[config.mk]
export PLATFORM = sky130hd
export DESIGN_NAME = sram_responder
export DESIGN_NICKNAME = d
export VERILOG_FILES = /design/src/rtl/sram_responder_pkg.sv /design/src/rtl/sram_wait_counter.sv /design/src/rtl/sram_responder.sv
export SDC_FILE = /design/constraint.sdc
export NUM_CORES = 1
export LEC_CHECK = 0
export BUFFER_PORTS_ARGS = -buffer_cell sky130_fd_sc_hd__buf_2
export CAP_MARGIN = 20
export CORE_MARGIN = 1.5
export CORE_UTILIZATION = 52
export DETAILED_ROUTE_END_ITERATION = 6
export PLACE_DENSITY = 0.87
export SYNTH_ARGS = -nofsm -noshare
export SYNTH_HDL_FRONTEND = slang
export SYNTH_SLANG_ARGS = --single-unit
[constraint.sdc]
create_clock -name clk -period 2.45 [get_ports clk]
set_input_delay 0.245 -clock clk [delete_from_list [all_inputs] [get_ports clk]]
set_output_delay 0.245 -clock clk [all_outputs]
set_load 0.05 [all_outputs]
[src/rtl/sram_responder_pkg.sv]
// Shared types and constants for the SRAM responder.
package sram_responder_pkg;

  typedef enum logic [1:0] {
    StIdle,
    StLo,
    StHi,
    StDone
  } state_e;

  localparam int unsigned DefAddrBase   = 1024;
  localparam int unsigned DefSramAw     = 18;
  localparam int unsigned DefWaitCycles = 2;

  // Legal WAIT_CYCLES range; the counter is sized for WaitMax.
  localparam int unsigned WaitMin = 1;
  localparam int unsigned WaitMax = 15;
  localparam int unsigned CntW    = 4;

endpackage

[src/rtl/sram_wait_counter.sv]
// Loadable down-counter with zero flag; times each half-word phase.
module sram_wait_counter
  import sram_responder_pkg::*;
(
  input  logic            clk_i,
  input  logic            rst_ni,
  input  logic            load_i,
  input  logic [CntW-1:0] load_val_i,
  output logic            zero_o
);

  logic [CntW-1:0] cnt_d, cnt_q;

  // Load has priority; otherwise count down and park at zero.
  always_comb begin
    cnt_d = cnt_q;
    if (load_i) begin
      cnt_d = load_val_i;
    end else if (cnt_q != '0) begin
      cnt_d = cnt_q - CntW'(1);
    end
  end

  // Counter register, synchronous active-low reset.
  always_ff @(posedge clk_i) begin
    if (!rst_ni) begin
      cnt_q <= '0;
    end else begin
      cnt_q <= cnt_d;
    end
  end

  assign zero_o = (cnt_q == '0);

endmodule

[src/rtl/sram_responder.sv]
// Serialises 32-bit MEM-stage accesses into two 16-bit async SRAM phases with
// programmable wait states. Optional last-word buffer: SRAM_LAST_WORD_BUF_EN.
module sram_responder
  import sram_responder_pkg::*;
#(
  parameter int unsigned ADDR_BASE   = DefAddrBase,
  parameter int unsigned SRAM_AW     = DefSramAw,
  parameter int unsigned WAIT_CYCLES = DefWaitCycles
) (
  input  logic               clk,
  input  logic               rst,
  input  logic               wr_en,
  input  logic               rd_en,
  input  logic [31:0]        address,
  input  logic [31:0]        wdata,
  output logic [31:0]        rdata,
  output logic               ready,
  output logic [SRAM_AW-1:0] sram_addr,
  output logic [15:0]        sram_dq_out,
  input  logic [15:0]        sram_dq_in,
  output logic               sram_dq_oe,
  output logic               sram_we_n
);

  localparam logic [CntW-1:0] WaitLoad = CntW'(WAIT_CYCLES - 1);

  state_e             state_d, state_q;
  logic [SRAM_AW-2:0] word_d, word_q;
  logic [31:0]        wdata_d, wdata_q;
  logic               write_d, write_q;
  logic [31:0]        rdata_d, rdata_q;
  logic               cnt_load, cnt_zero;
  logic               buf_hit;

  // Word index relative to the base; wraps modulo the SRAM size.
  logic [31:0] addr_off;
  assign addr_off = address - ADDR_BASE;

  logic unused_addr_bits;
  assign unused_addr_bits = ^{addr_off[31:SRAM_AW+1], addr_off[1:0]};

  sram_wait_counter u_wait_counter (
    .clk_i      (clk),
    .rst_ni     (rst),
    .load_i     (cnt_load),
    .load_val_i (WaitLoad),
    .zero_o     (cnt_zero)
  );

  // Next-state, request latch and read capture.
  always_comb begin
    state_d  = state_q;
    word_d   = word_q;
    wdata_d  = wdata_q;
    write_d  = write_q;
    rdata_d  = rdata_q;
    ready    = 1'b1;
    cnt_load = 1'b0;
    unique case (state_q)
      StIdle: begin
        if (buf_hit) begin
          rdata_d = rdata;
        end else if (wr_en | rd_en) begin
          ready    = 1'b0;
          state_d  = StLo;
          cnt_load = 1'b1;
          word_d   = addr_off[SRAM_AW:2];
          wdata_d  = wdata;
          write_d  = wr_en;
        end
      end
      StLo: begin
        ready = 1'b0;
        if (cnt_zero) begin
          if (!write_q) rdata_d[15:0] = sram_dq_in;
          state_d  = StHi;
          cnt_load = 1'b1;
        end
      end
      StHi: begin
        ready = 1'b0;
        if (cnt_zero) begin
          if (!write_q) rdata_d[31:16] = sram_dq_in;
          state_d = StDone;
        end
      end
      StDone: state_d = StIdle;
      default: state_d = StIdle;
    endcase
  end

  // State and latched request registers.
  always_ff @(posedge clk) begin
    if (!rst) begin
      state_q <= StIdle;
      word_q  <= '0;
      wdata_q <= '0;
      write_q <= 1'b0;
      rdata_q <= '0;
    end else begin
      state_q <= state_d;
      word_q  <= word_d;
      wdata_q <= wdata_d;
      write_q <= write_d;
      rdata_q <= rdata_d;
    end
  end

  // SRAM pins; we_n releases on the last cycle of a phase for address/data hold.
  always_comb begin
    sram_addr   = '0;
    sram_dq_out = '0;
    sram_dq_oe  = 1'b0;
    sram_we_n   = 1'b1;
    if (state_q == StLo || state_q == StHi) begin
      sram_addr = {word_q, state_q == StHi};
      if (write_q) begin
        sram_dq_oe  = 1'b1;
        sram_dq_out = (state_q == StHi) ? wdata_q[31:16] : wdata_q[15:0];
        sram_we_n   = cnt_zero;
      end
    end
  end

`ifdef SRAM_LAST_WORD_BUF_EN
  logic               buf_valid_d, buf_valid_q;
  logic [SRAM_AW-2:0] buf_word_d, buf_word_q;
  logic [31:0]        buf_data_d, buf_data_q;

  assign buf_hit = (state_q == StIdle) && rd_en && !wr_en && buf_valid_q &&
                   (buf_word_q == addr_off[SRAM_AW:2]);
  assign rdata   = buf_hit ? buf_data_q : rdata_q;

  // Refresh the entry with whichever word just completed.
  always_comb begin
    buf_valid_d = buf_valid_q;
    buf_word_d  = buf_word_q;
    buf_data_d  = buf_data_q;
    if (state_q == StDone) begin
      buf_valid_d = 1'b1;
      buf_word_d  = word_q;
      buf_data_d  = write_q ? wdata_q : rdata_q;
    end
  end

  // Buffer registers; reset only needs to drop valid.
  always_ff @(posedge clk) begin
    if (!rst) begin
      buf_valid_q <= 1'b0;
      buf_word_q  <= '0;
      buf_data_q  <= '0;
    end else begin
      buf_valid_q <= buf_valid_d;
      buf_word_q  <= buf_word_d;
      buf_data_q  <= buf_data_d;
    end
  end
`else
  assign buf_hit = 1'b0;
  assign rdata   = rdata_q;
`endif

endmodule

# After elaboration in Yosys (flattened, before gate mapping)
# Cells that the tools add are included.
# word_totals
ramBits	0
output_inout_bits	69
latchBits	0
rom_bits	0
wordCells	49
reg_bits	88
n_memories	0
# classes
n_bitwise	3
order_cmp	0
eq_ne	6
n_addsub	2
multipliers	0
n_reduce_logical	11
mux	19
div	0
shift	0
# op_table
cell	count
16-bit two-way mux	3
19-bit by 11-bit subtractor with 19-bit output, second input constant	1
18-bit two-way mux	1
1-bit two-way mux	9
3-bit AND reduction	3
2-bit case mux with 4 select lines	1
2-bit two-way mux	3
2-bit != test, second input constant	3
2-bit equality test, second input constant	2
4-bit zero test	1
1-bit case mux with 2 select lines	2
4-bit nonzero test	1
2-bit OR reduction	2
4-bit by 1-bit subtractor with 4-bit output, second input constant	1
2-bit by 1-bit equality test with 1-bit output, second input constant	1
2-bit zero test	1
1-bit inverter	2
2-bit AND reduction	1
2-bit nonzero test	1
1-bit logical OR	1
1-bit bitwise OR	1

# Longest topological paths before layout
# depth
ltp_word	4
depth_mapped	7

# Hierarchy
# A second synthesis with hierarchy kept.
# unflattened
hier_cells	470
hier_area_um2	3683.5
# by_module_without_submodules
mod	seq_area_each_um2	area_each_um2	n_inst	cells_each
sram_responder	1681.6	3453.3	1	447
sram_wait_counter	80.1	230.2	1	23

# Worst setup path after synthesis
# Ideal clock, no wire load.
# synth_path
kind	reg-to-output
startpoint	reg state_q[0]
endpoint	out sram_dq_out[10]
required_time_ns	2.205
t_arrival_ns	2.238
path_buffers	2
slack_ns	-0.033
stages_incl_launch_ff	7
cell_sequence	dfxtp_1 > inv_1 > ha_1 > clkbuf_1 > buf_2 > mux2i_1 > nor2_1
# synth_via
elab_chain_len	4
elab_cells_between_ends	6
classes_between	2 x eq/ne; 3 x mux; 1 x reduce/logical
# synth_lines
element	line	rtl
start: declaration	sram_responder.sv:27	state_e state_d, state_q;
start signal: assignment	sram_responder.sv:95	state_q <= StIdle;
start signal: assignment	sram_responder.sv:101	state_q <= state_d;
2-bit equality test	sram_responder.sv:115, sram_responder.sv:119	
16-bit two-way mux	sram_responder.sv:119	sram_dq_out = (state_q == StHi) ? wdata_q[31:16] : wdata_q[15:0];
16-bit two-way mux	sram_responder.sv:117	if (write_q) begin
16-bit two-way mux *	sram_responder.sv:115	if (state_q == StLo || state_q == StHi) begin
end: declaration	sram_responder.sv:19	output logic [15:0] sram_dq_out,
# Every way passes the cells marked *; elsewhere a longest branch is shown, timed or not.

# Final worst setup path
# Ends and elaborated chain as after synthesis.

==> flow_summary.toml <==
[final_layout]
fin_nets = 684
area.growth.synth_to_final_pct = 26.42
antenna_cells = 0
fillers = 626
final_layout_size_suffix_gt1_share_pct = 31.67
instances_no_fill = 696
post-route-util_pct = 68.91

[drt]
route.detailed.drc = 0
routedWlPerCell_um = 13.83
initialDrtViolationCount = 153
vias_per_cell = 5.441
drt_wl_total_mm = 9.624
dr.pass1.iters = 5
ant_nets = 0
vias = 3787

[synth]
synth_top_area_cell = "dfxtp_1"
synth_edf_count = 0
synth_mux_area_share_pct = 4.553
yosysWarnings = 0
synthTopCellsByCount = "88 x dfxtp_1, 84 x nand2_1, 77 x a21oi_1"
synth_seq_area_share_pct = 46.79
synthXorXnorAreaFrac_pct = 0.6979
ys_seq_elements = 88
synth-compound-area-share_pct = 18.94
netlist_area_um2 = 3765
synth_top_flop_cell = "dfxtp_1"
syn_area_per_cell_um2 = 7.993
synthCells = 471
synthAdderAreaFrac_pct = 1.662
synth_simple_gate_area_share_pct = 22.20
synth_top_cell_area_share_pct = 46.79
yosysMostFrequentCell = "dfxtp_1"
synthesis.nets = 560
synth_top_family_by_area = "simple AND/OR/NAND/NOR gates"
synthTopCellsByArea = "dfxtp_1 47%, a21oi_1 10%, nand2_1 8.4%, nand3_1 4.4%, mux2i_1 4.3%"
ys_async_sr_fraction_pct = 0
synth_cell_types = 40

[timing]
rsz0062_at_grt = "no"
fin_hold_ws_ns = 0.1163
slew_viol_final = 0
finalCriticalPeriod_ns = 2.279
setup_viol = 0
worstMarginPinSlew_ns = 0.8011
finalCritPeriodShare_pct = 93.02
setup_tns_ns = 0
fin_ws_ns = 0.1710
hold_violations = 0
relSlewSlack_pct = 46.59
skew_ns = 0.009891
fmax_mhz = 438.8

[critical_path]
crit_fanout = 10
crit_path_end_kind = "primary output"
worstPathRequired_ns = 2.20
r2r_setup_slack_ns = 0.61
critPathKind = "flip-flop to primary output"
r2r-end = "state_q[0]"
r2r-start = "state_q[0]"
cp-start-kind = "flip-flop"
r2r_cells = 6
critPathArrivalTime_ns = 2.03

[grt]
grt_pass1_vias = 3478
grt_use_total_pct = 25.08
antenna_found_initial = 0
grt_max_degree = 39
grt_pass1_wl_mm = 15.25
grt_overflow = 0

[clocking]
numCtsBuffers = 9
clk_pin_slew_ns = 0.10
post_cts_buffers = 0
cts_root_buf = "clkbuf_8"
cts_tree = "done"
cts_buffer_depth = 2
clock_latency_ns = 0.36
htree_levels = 3
cts_sinks = 88
post_cts_resized = 0
hold_buffers = 0

[floorplanning]
rows = 30
start_util_pct = 54.51
die_area_um2 = 7760
fp.dieH_um = 88.09
core_um2 = 6907
die_x_um = 88.09
io_pins = 153

[place]
dp_slack_ns = 0.5622
gp_congestion = 0.7939
dp.cells = 680
numPortBuffers = 137
dp_hpwl_mm = 6.887

[min_path]
hold_path_startpoint = "wdata[21]"
worstHoldPathCells = 3
holdPathEnd = "wdata_q[21]"
hold_class = "input port to flip-flop"

[outcome]
status = "complete, no violations"

[job]
drv_cap = 0

[power]
peakVddDrop_uv = 838.0
p_leak_uw = 0.002070
p_per_area_nw_per_um2 = 1131
[sequential cells by signal, indices dropped and copies added, names as in the netlist]
register / flops
write_q: 1
word_q: 17
wdata_q: 32
u_wait_counter.cnt_q: 4
rdata: 32
state_q: 2
[area by class of cell]
class                           count  area [um2]  share of cell area [%]
Sequential cell                    88        1762                   37.01
Clock buffer                        9       123.9                   2.603
Clock inverter                      7       77.57                   1.630
Inverter                           11       41.29                  0.8675
Timing Repair Buffer              149       788.3                   16.56
Tap cell                           96       120.1                   2.524
Multi-Input combinational cell    336        1847                   38.80
[metal layers]
metal  vias to the layer above  GRT usage (%)  share of wire (%)
li1                       1853              -                  -
met1                      1770          29.49                 42
met2                       152          43.44                 50
met3                        12          6.786                7.0
met4                         0          9.943                1.4
met5                         -              0                  0
[cell usage in the layout, fill, tap and decap left out, types with 2 or more instances in the layout]
cell type	instances
buf_2	137
dfxtp_1	88
nand2_1	84
a21oi_1	77
nand3_1	33
o21ai_1	32
and2_1	17
mux2i_1	16
nor2_1	13
buf_4	11
nor2_2	10
o21ai_0	9
clkbuf_8	9
inv_1	8
nor3_1	5
a211oi_1	5
ha_1	4
inv_2	3
a31oi_1	3
xnor2_1	3
inv_6	3
or2_2	2
and4_1	2
o31ai_1	2
[critical path, stage by stage, from the launching register on]
cell     delay (ns)
dfxtp_1        0.37
inv_1          0.07
ha_1           0.29
nand2_1        0.29
buf_12         0.27
nor2_2         0.11
buf_2          0.28
[worst max-delay path by stage]
stage,start,to,cells past startpoint
floorplan,state_q[0],sram_dq_out[11],6
global placement,state_q[0],sram_dq_out[12],6
detailed placement,state_q[0],sram_dq_out[13],6
CTS,state_q[0],sram_dq_out[10],6
global route,state_q[0],sram_dq_out[12],6
finish,state_q[0],sram_dq_out[10],6
[through the flow]
stage | total power (uW) | instance area [um2]
after global routing | 5718 | 4760
after CTS | 5406 | 4760
after floorplan | 3806 | 3790
after global placement | 4322 | 4558
final | 5384 | 4760
after detailed placement | 4389 | 4558
[kinds of logic after synthesis]
kind of cell,after synthesis
AO/OA/AOI/OAI,134
adder cells (fa/ha/maj),5
flip-flops,88
buffers and inverters,47
XOR/XNOR,3
multiplexers,17
AND/OR/NAND/NOR,177
[report_power, final]
part           internal, uW  switching (uW)  total (uW)
logic                   707            1740        2440
clock network           482             536        1020
registers              1750             174        1920
total                  2940            2450        5380
Note: power is estimated with default switching activity, not from simulation.
